## src/rtl/mouse_cursor_tracker_if.sv

```systemverilog
// Bus bundle between the PS/2 packet source, the VGA timing stage and the cursor tracker.
// The tracker is the slave; the packet/pixel source side is the master.
interface mouse_cursor_tracker_if;
  logic        PacketValid;
  logic [23:0] PacketData;
  logic        PixelTick;
  logic        VgaOn;
  logic [9:0]  PixelX;
  logic [9:0]  PixelY;
  logic [11:0] RGB;
  logic [9:0]  CursorX;
  logic [9:0]  CursorY;
  logic [2:0]  Buttons;
  logic        PacketErr;
  logic        PacketDrop;

  modport master (
    output PacketValid, PacketData, PixelTick, VgaOn, PixelX, PixelY,
    input  RGB, CursorX, CursorY, Buttons, PacketErr, PacketDrop
  );

  modport slave (
    input  PacketValid, PacketData, PixelTick, VgaOn, PixelX, PixelY,
    output RGB, CursorX, CursorY, Buttons, PacketErr, PacketDrop
  );
endinterface

```

## src/rtl/mouse_cursor_tracker.sv

```systemverilog
// PS/2 packet -> clamped absolute cursor position, with a vblank-swapped display copy and RGB overlay.
// Optional macro CURSOR_CROSSHAIR_EN adds a grey crosshair through the cursor origin.
module mouse_cursor_tracker #(
  parameter int H_RES       = 640,
  parameter int V_RES       = 480,
  parameter int INIT_X      = 320,
  parameter int INIT_Y      = 240,
  parameter int CURSOR_SIZE = 8
) (
  input  logic                  i_Clk,
  input  logic                  i_Reset,
  mouse_cursor_tracker_if.slave bus
);
  // state   | meaning
  // S_IDLE  | waiting for a packet; bad sync bit rejected here
  // S_ADD   | 11-bit signed sums formed from latched deltas
  // S_CLAMP | sums clamped and committed with buttons
  typedef enum logic [1:0] {S_IDLE, S_ADD, S_CLAMP} state_t;

  localparam logic signed [10:0] LP_XMAX = 11'(H_RES - 1);
  localparam logic signed [10:0] LP_YMAX = 11'(V_RES - 1);

  state_t             r_state, w_next;
  logic signed [10:0] r_dx, r_dy, r_sum_x, r_sum_y;
  logic signed [10:0] w_in_dx, w_in_dy;
  logic [2:0]         r_btn_new, r_btn, r_disp_btn;
  logic [9:0]         r_cur_x, r_cur_y, r_disp_x, r_disp_y;
  logic [9:0]         w_clamp_x, w_clamp_y;
  logic               r_err, r_drop;
  logic [11:0]        r_rgb, w_pix, w_colour;
  logic               w_latch, w_err, w_drop, w_add, w_commit, w_vblank;
  logic [10:0]        w_px, w_py, w_bx, w_by;
  logic               w_in_box;

  always_ff @(posedge i_Clk or posedge i_Reset) begin
    if (i_Reset) r_state <= S_IDLE;
    else         r_state <= w_next;
  end

  always_comb begin
    w_next   = r_state;
    w_latch  = 1'b0;
    w_err    = 1'b0;
    w_drop   = 1'b0;
    w_add    = 1'b0;
    w_commit = 1'b0;
    case (r_state)
      S_IDLE: begin
        if (bus.PacketValid) begin
          if (bus.PacketData[3]) begin
            w_latch = 1'b1;
            w_next  = S_ADD;
          end else begin
            w_err = 1'b1;
          end
        end
      end
      S_ADD: begin
        w_add  = 1'b1;
        w_drop = bus.PacketValid;
        w_next = S_CLAMP;
      end
      S_CLAMP: begin
        w_commit = 1'b1;
        w_drop   = bus.PacketValid;
        w_next   = S_IDLE;
      end
      default: w_next = S_IDLE;
    endcase
  end

  // Overflowed axes contribute nothing; buttons still update.
  assign w_in_dx = bus.PacketData[6] ? 11'sd0 : {{3{bus.PacketData[4]}}, bus.PacketData[15:8]};
  assign w_in_dy = bus.PacketData[7] ? 11'sd0 : {{3{bus.PacketData[5]}}, bus.PacketData[23:16]};

  always_comb begin
    if (r_sum_x < 11'sd0)        w_clamp_x = '0;
    else if (r_sum_x > LP_XMAX)  w_clamp_x = LP_XMAX[9:0];
    else                         w_clamp_x = r_sum_x[9:0];
    if (r_sum_y < 11'sd0)        w_clamp_y = '0;
    else if (r_sum_y > LP_YMAX)  w_clamp_y = LP_YMAX[9:0];
    else                         w_clamp_y = r_sum_y[9:0];
  end

  assign w_vblank = bus.PixelTick && (bus.PixelX == 10'd0) && (bus.PixelY == 10'(V_RES));

  // Widened compares so a box near the right/bottom edge clips instead of wrapping.
  assign w_px     = {1'b0, bus.PixelX};
  assign w_py     = {1'b0, bus.PixelY};
  assign w_bx     = {1'b0, r_disp_x};
  assign w_by     = {1'b0, r_disp_y};
  assign w_in_box = (w_px >= w_bx) && (w_px < w_bx + 11'(CURSOR_SIZE)) &&
                    (w_py >= w_by) && (w_py < w_by + 11'(CURSOR_SIZE));
  assign w_colour = (r_disp_btn == 3'b000) ? 12'hFFF :
                    {{4{r_disp_btn[0]}}, {4{r_disp_btn[1]}}, {4{r_disp_btn[2]}}};

  always_comb begin
    w_pix = 12'h000;
    if (bus.VgaOn) begin
      if (w_in_box) w_pix = w_colour;
`ifdef CURSOR_CROSSHAIR_EN
      else if ((bus.PixelX == r_disp_x) || (bus.PixelY == r_disp_y)) w_pix = 12'h444;
`endif
    end
  end

  always_ff @(posedge i_Clk or posedge i_Reset) begin
    if (i_Reset) begin
      r_dx       <= '0;
      r_dy       <= '0;
      r_btn_new  <= '0;
      r_sum_x    <= '0;
      r_sum_y    <= '0;
      r_cur_x    <= 10'(INIT_X);
      r_cur_y    <= 10'(INIT_Y);
      r_btn      <= '0;
      r_disp_x   <= 10'(INIT_X);
      r_disp_y   <= 10'(INIT_Y);
      r_disp_btn <= '0;
      r_err      <= 1'b0;
      r_drop     <= 1'b0;
      r_rgb      <= '0;
    end else begin
      r_err  <= w_err;
      r_drop <= w_drop;
      if (w_latch) begin
        r_dx      <= w_in_dx;
        r_dy      <= w_in_dy;
        r_btn_new <= bus.PacketData[2:0];
      end
      if (w_add) begin
        r_sum_x <= $signed({1'b0, r_cur_x}) + r_dx;
        r_sum_y <= $signed({1'b0, r_cur_y}) - r_dy;
      end
      if (w_commit) begin
        r_cur_x <= w_clamp_x;
        r_cur_y <= w_clamp_y;
        r_btn   <= r_btn_new;
      end
      // Nonblocking reads here give the pre-commit position when a commit coincides.
      if (w_vblank) begin
        r_disp_x   <= r_cur_x;
        r_disp_y   <= r_cur_y;
        r_disp_btn <= r_btn;
      end
      if (bus.PixelTick) r_rgb <= w_pix;
    end
  end

  assign bus.RGB        = r_rgb;
  assign bus.CursorX    = r_cur_x;
  assign bus.CursorY    = r_cur_y;
  assign bus.Buttons    = r_btn;
  assign bus.PacketErr  = r_err;
  assign bus.PacketDrop = r_drop;
endmodule

```

## src/flat_wrapper.sv

```systemverilog
// flat-port wrapper written by rule: the top's interface ports become plain ports
module mouse_cursor_tracker_flat 
#(
  parameter int H_RES       = 640,
  parameter int V_RES       = 480,
  parameter int INIT_X      = 320,
  parameter int INIT_Y      = 240,
  parameter int CURSOR_SIZE = 8
)
  (i_Clk, i_Reset, bus_PacketValid, bus_PacketData, bus_PixelTick, bus_VgaOn, bus_PixelX, bus_PixelY, bus_RGB, bus_CursorX, bus_CursorY, bus_Buttons, bus_PacketErr, bus_PacketDrop);
  mouse_cursor_tracker_if bus_i ();
  input  logic i_Clk;
  input  logic i_Reset;
  input wire logic [$bits(bus_i.PacketValid)-1:0] bus_PacketValid;
  input wire logic [$bits(bus_i.PacketData)-1:0] bus_PacketData;
  input wire logic [$bits(bus_i.PixelTick)-1:0] bus_PixelTick;
  input wire logic [$bits(bus_i.VgaOn)-1:0] bus_VgaOn;
  input wire logic [$bits(bus_i.PixelX)-1:0] bus_PixelX;
  input wire logic [$bits(bus_i.PixelY)-1:0] bus_PixelY;
  output wire logic [$bits(bus_i.RGB)-1:0] bus_RGB;
  output wire logic [$bits(bus_i.CursorX)-1:0] bus_CursorX;
  output wire logic [$bits(bus_i.CursorY)-1:0] bus_CursorY;
  output wire logic [$bits(bus_i.Buttons)-1:0] bus_Buttons;
  output wire logic [$bits(bus_i.PacketErr)-1:0] bus_PacketErr;
  output wire logic [$bits(bus_i.PacketDrop)-1:0] bus_PacketDrop;
  assign bus_i.PacketValid = bus_PacketValid;
  assign bus_i.PacketData = bus_PacketData;
  assign bus_i.PixelTick = bus_PixelTick;
  assign bus_i.VgaOn = bus_VgaOn;
  assign bus_i.PixelX = bus_PixelX;
  assign bus_i.PixelY = bus_PixelY;
  assign bus_RGB = bus_i.RGB;
  assign bus_CursorX = bus_i.CursorX;
  assign bus_CursorY = bus_i.CursorY;
  assign bus_Buttons = bus_i.Buttons;
  assign bus_PacketErr = bus_i.PacketErr;
  assign bus_PacketDrop = bus_i.PacketDrop;
  mouse_cursor_tracker #(.H_RES(H_RES), .V_RES(V_RES), .INIT_X(INIT_X), .INIT_Y(INIT_Y), .CURSOR_SIZE(CURSOR_SIZE)) u_core (.i_Clk(i_Clk), .i_Reset(i_Reset), .bus(bus_i));
endmodule
```

## config.mk

```make
export PLATFORM = sky130hd
export DESIGN_NAME = mouse_cursor_tracker_flat
export DESIGN_NICKNAME = d
export VERILOG_FILES = /design/src/rtl/mouse_cursor_tracker_if.sv /design/src/rtl/mouse_cursor_tracker.sv /design/src/flat_wrapper.sv
export SDC_FILE = /design/constraint.sdc
export NUM_CORES = 1
export LEC_CHECK = 0
export BUFFER_PORTS_ARGS = -buffer_cell sky130_fd_sc_hd__buf_4
export CAP_MARGIN = 20
export CORE_ASPECT_RATIO = 0.9
export CORE_MARGIN = 4
export CORE_UTILIZATION = 45
export CTS_BUF_LIST = sky130_fd_sc_hd__clkbuf_2 sky130_fd_sc_hd__clkbuf_4 sky130_fd_sc_hd__clkbuf_8
export CTS_CLUSTER_DIAMETER = 30
export CTS_CLUSTER_SIZE = 40
export DETAILED_ROUTE_END_ITERATION = 6
export MAX_ROUTING_LAYER = met4
export PLACE_DENSITY = 0.75
export SYNTH_ARGS = -nofsm -noshare
export SYNTH_HDL_FRONTEND = slang
export SYNTH_SLANG_ARGS = --single-unit
```

## constraint.sdc

```tcl
create_clock -name i_Clk -period 3 [get_ports i_Clk]
set_input_delay 0.15 -clock i_Clk [delete_from_list [all_inputs] [get_ports i_Clk]]
set_output_delay 0.15 -clock i_Clk [all_outputs]
set_load 0.01 [all_outputs]
```

==> metrics.md <==
| Metric | Value |
|---|---|
| Outcome | finished clean |
| Dpl ws | 0.5512 ns |
| Mean post-synth cell area | 9.475 um^2 |
| Top routing layer used | met4 |
| Clock slew at reported path FFs | 0.10 ns |
| Leading cell type in the layout, fill and taps excluded | buf_4 |
| Pre-antenna DRT Iters | 5 |
| Worst R2R Setup Slack | 0.55 ns |
| RSZ-0062 raised after global routing | no |
| Netlist cell types | 47 |
| Flip-flop and latch area | 2417 um^2 |
| Min Clock Period, post-route | 2.451 ns |
| Leading area contributor after synthesis | dfrtp_1 |
| CTS tree | yes |
| # IOs | 86 |
| Hold WC Path Type | in -> reg |
| Reg2reg path depth | 9 |
| Number of buffers created by CTS | 9 |
| Clock Latency Late Sink | 0.37 ns |
| Synth Cell Area | 5808 um^2 |
| Synth Warn # | 0 |
| Die width | 127.8 um |
| Kind of start point of the critical path | flip-flop |
| Final Hold Viols | 0 |
| Largest family of logic cells by synthesized area | simple AND/OR/NAND/NOR gates |
| Area growth, synth to finish | 17.71% |
| M1 WL | 6228 um |
| Starting DRT DRC Count | 242 |
| # fillers | 1,169 |
| Slew at the pin closest to its max-slew limit | 0.8299 ns |
| Number of enable flip-flop cells after synthesis | 0 |
| Max FO, Critical Path | 5 |
| DIE AREA | 14,790 um^2 |
| Diodes inserted | 0 |
| Worst EP arrival | 2.75 ns |
| R2r startpoint | u_core.r_disp_x[3] |
| Met2 wire length | 5489 um |
| Synth Net Count | 724 |
| Cells after synthesis | 613 |
| Average via count per standard cell | 5.250 |
| Total of max-cap violations | 0 |
| Multiplexer share of the synthesized area | 7.281% |
| Antenna viol nets, final | 0 |
| DRC | 0 |
| Final #Nets | 809 |
| DIE HEIGHT | 115.8 um |
| DR vias | 4,552 |
| Post-synthesis sequential area ratio | 41.62% |
| Max Clock Skew | 0.008763 ns |
| WP data required | 3.30 ns |
| Fin worst setup slack | 0.5492 ns |
| Critical Path Sink | u_core.bus.RGB[7] |
| Total power | 0.005750 W |
| Post-DP HPWL | 10,010 um |
| Fmax | 0.4080 GHz |
| CP Launch Point | u_core.r_disp_x[3] |
| Final wirelength | 12,510 um |
| Cell area power density | 841.1 nW/um^2 |
| Synth top area cells | dfrtp_1 (36%), ha_1 (13%), mux2_2 (6.6%) |
| DR WL/cell | 14.43 um |
| Worst-case clock buffer depth | 2 |
| Post-CTS Setup Repair Bufs | 0 |
| Routability cong. | 0.9025 |
| CTS Sinks | 96 |
| Share of cells above drive strength 1 | 22.62% |
| Antenna violations before repair | 0 |
| Port Buffer Count | 85 |
| Largest net degree at the start of global routing | 50 |
| Vias in the first global route | 4,554 |
| Core area | 12,690 um^2 |
| VDD IR-drop max | 0.0003790 V |
| Total congestion overflow | 0 |
| PostCTS Resize Cnt | 0 |
| R2r endpoint | u_core.bus.RGB[7] |
| #FFs+latches synth | 96 |
| Global-route wire length before repair | 21,500 um |
| Root Driver | clkbuf_8 |
| Commonest non-fill, non-tap cells in the layout | buf_4 (92), dfrtp_1 (84), o21ai_0 (64), nand2_1 (60), ha_1 (60) |
| Area share of the largest cell type after synthesis | 36.19% |
| Multi-input logic area | 3047 um^2 |
| Placed cell areas | 6599 um^2 |
| Post-Synth Adder-Cell Area | 13.61% |
| Most used DFF post-synth | dfrtp_1 |
| Crit end category | flip-flop |
| Routed wl met3 | 608 um |
| FP Rows | 39 |
| Slew Viols, Final | 0 |
| Setup Crit Path Kind | reg -> reg |
| Tcrit/Tclk final | 81.69% |
| Slew Limit Headroom | 44.61% |
| Final setup violation count | 0 |
| Fin area | 6837 um^2 |
| # H-tree levels | 3 |
| P_leak | 3.372 nW |
| Final core utilization | 53.89% |
| Initial Util | 45.78% |
| Xor/xnor share of the synthesized area | 3.770% |
| Total global-route track usage | 18.51% |
| Simple-Gate Fraction of Synth Area | 14.07% |
| Synth Area in Compound Gates | 13.61% |
| Setup_tns | 0 ns |
| Asr flop ratio synth | 100.0% |
-- sequential cells by signal, summed over array words and instances, names as in the netlist --
| register | cells |
|---|---|
| u_core.r_state | 2 |
| u_core.r_sum_x | 11 |
| u_core.r_sum_y | 11 |
| u_core.bus.CursorX | 10 |
| u_core.bus.CursorY | 10 |
| u_core.r_btn_new | 3 |
| u_core.bus.PacketErr | 1 |
| u_core.r_dy | 9 |
| u_core.bus.RGB | 3 |
| u_core.bus.Buttons | 3 |
| u_core.r_dx | 9 |
| u_core.r_disp_x | 10 |
| u_core.bus.PacketDrop | 1 |
| u_core.r_disp_y | 10 |
| u_core.r_disp_btn | 3 |
-- cells by family after synthesis --
| family | after synthesis |
|---|---|
| multiplexers | 38 |
| AO/OA/AOI/OAI | 136 |
| buffers and inverters | 83 |
| XOR/XNOR | 25 |
| adder cells (fa/ha/maj) | 62 |
| AND/OR/NAND/NOR | 173 |
| flip-flops | 96 |
-- cells in the mapped netlist (13+ instances only) --
cell type	count
nand2_1	60
mux2_2	34
xnor2_1	22
dfrtp_1	84
clkbuf_1	13
nor2_1	44
ha_1	60
o21ai_0	64
a21oi_1	31
nand2b_1	20
inv_1	58
nand3_1	14
-- layer usage --
layer	vias up	global-route usage, %
met1	2157	25.81
met3	11	3.088
met2	116	27.88
li1	2268	-
met4	0	5.658
met5	-	-
-- critical path, cell delays in order (launching register included) --
cell       delay [ns]
dfrtp_1          0.43
ha_1             0.25
xnor2_1          0.13
ha_1             0.29
nand3b_1         0.10
a21oi_1          0.04
a2111oi_0        0.54
o32a_1           0.26
nand4_1          0.16
o22ai_1          0.16
-- cell type report --
cell class                      instances  share of cell area, %
Inverter                               58                  3.203
Sequential cell                        96                  35.36
Timing Repair Buffer                   99                  11.27
Multi-Input combinational cell        434                  44.56
Tap cell                              164                  3.001
Clock inverter                          6                 0.6772
Clock buffer                           10                  1.922
-- worst min-delay path by stage --
| stage | end | slack (ns) | start | depth (start not counted) |
|---|---|---|---|---|
| after detailed placement | u_core.bus.PacketErr | 0.33 | bus_PacketData[3] | 2 |
| final | u_core.bus.PacketDrop | 0.02 | bus_PacketValid | 2 |
| after CTS | u_core.r_btn_new[1] | 0.003 | bus_PacketData[1] | 2 |
| after global placement | u_core.bus.PacketErr | 0.32 | bus_PacketData[3] | 2 |
| after floorplan | u_core.bus.PacketErr | 0.22 | bus_PacketData[3] | 1 |
| after global routing | u_core.bus.PacketDrop | 0.02 | bus_PacketValid | 2 |
-- through the flow --
step | hold slack (ns) | cells
finish | 0.02186 | 867
CTS | 0.003189 | 866
floorplan | 0.2157 | 613
global placement | 0.3187 | 845
global route | 0.01804 | 867
detailed placement | 0.3259 | 845
-- repair_timing --
action | CTS | global route
hold buffers | 5 | 1
hold endpoints to repair | 50 | 1
setup endpoints to repair | 0 | 0
-- report_power, final --
part / switching, W / total (W) / internal (W)
registers: 0.000395 / 0.00215 / 0.00176
clock network: 0.000463 / 0.000777 / 0.000315
logic: 0.00141 / 0.00282 / 0.00141
No activity file was read; power rests on OpenSTA's default activity.
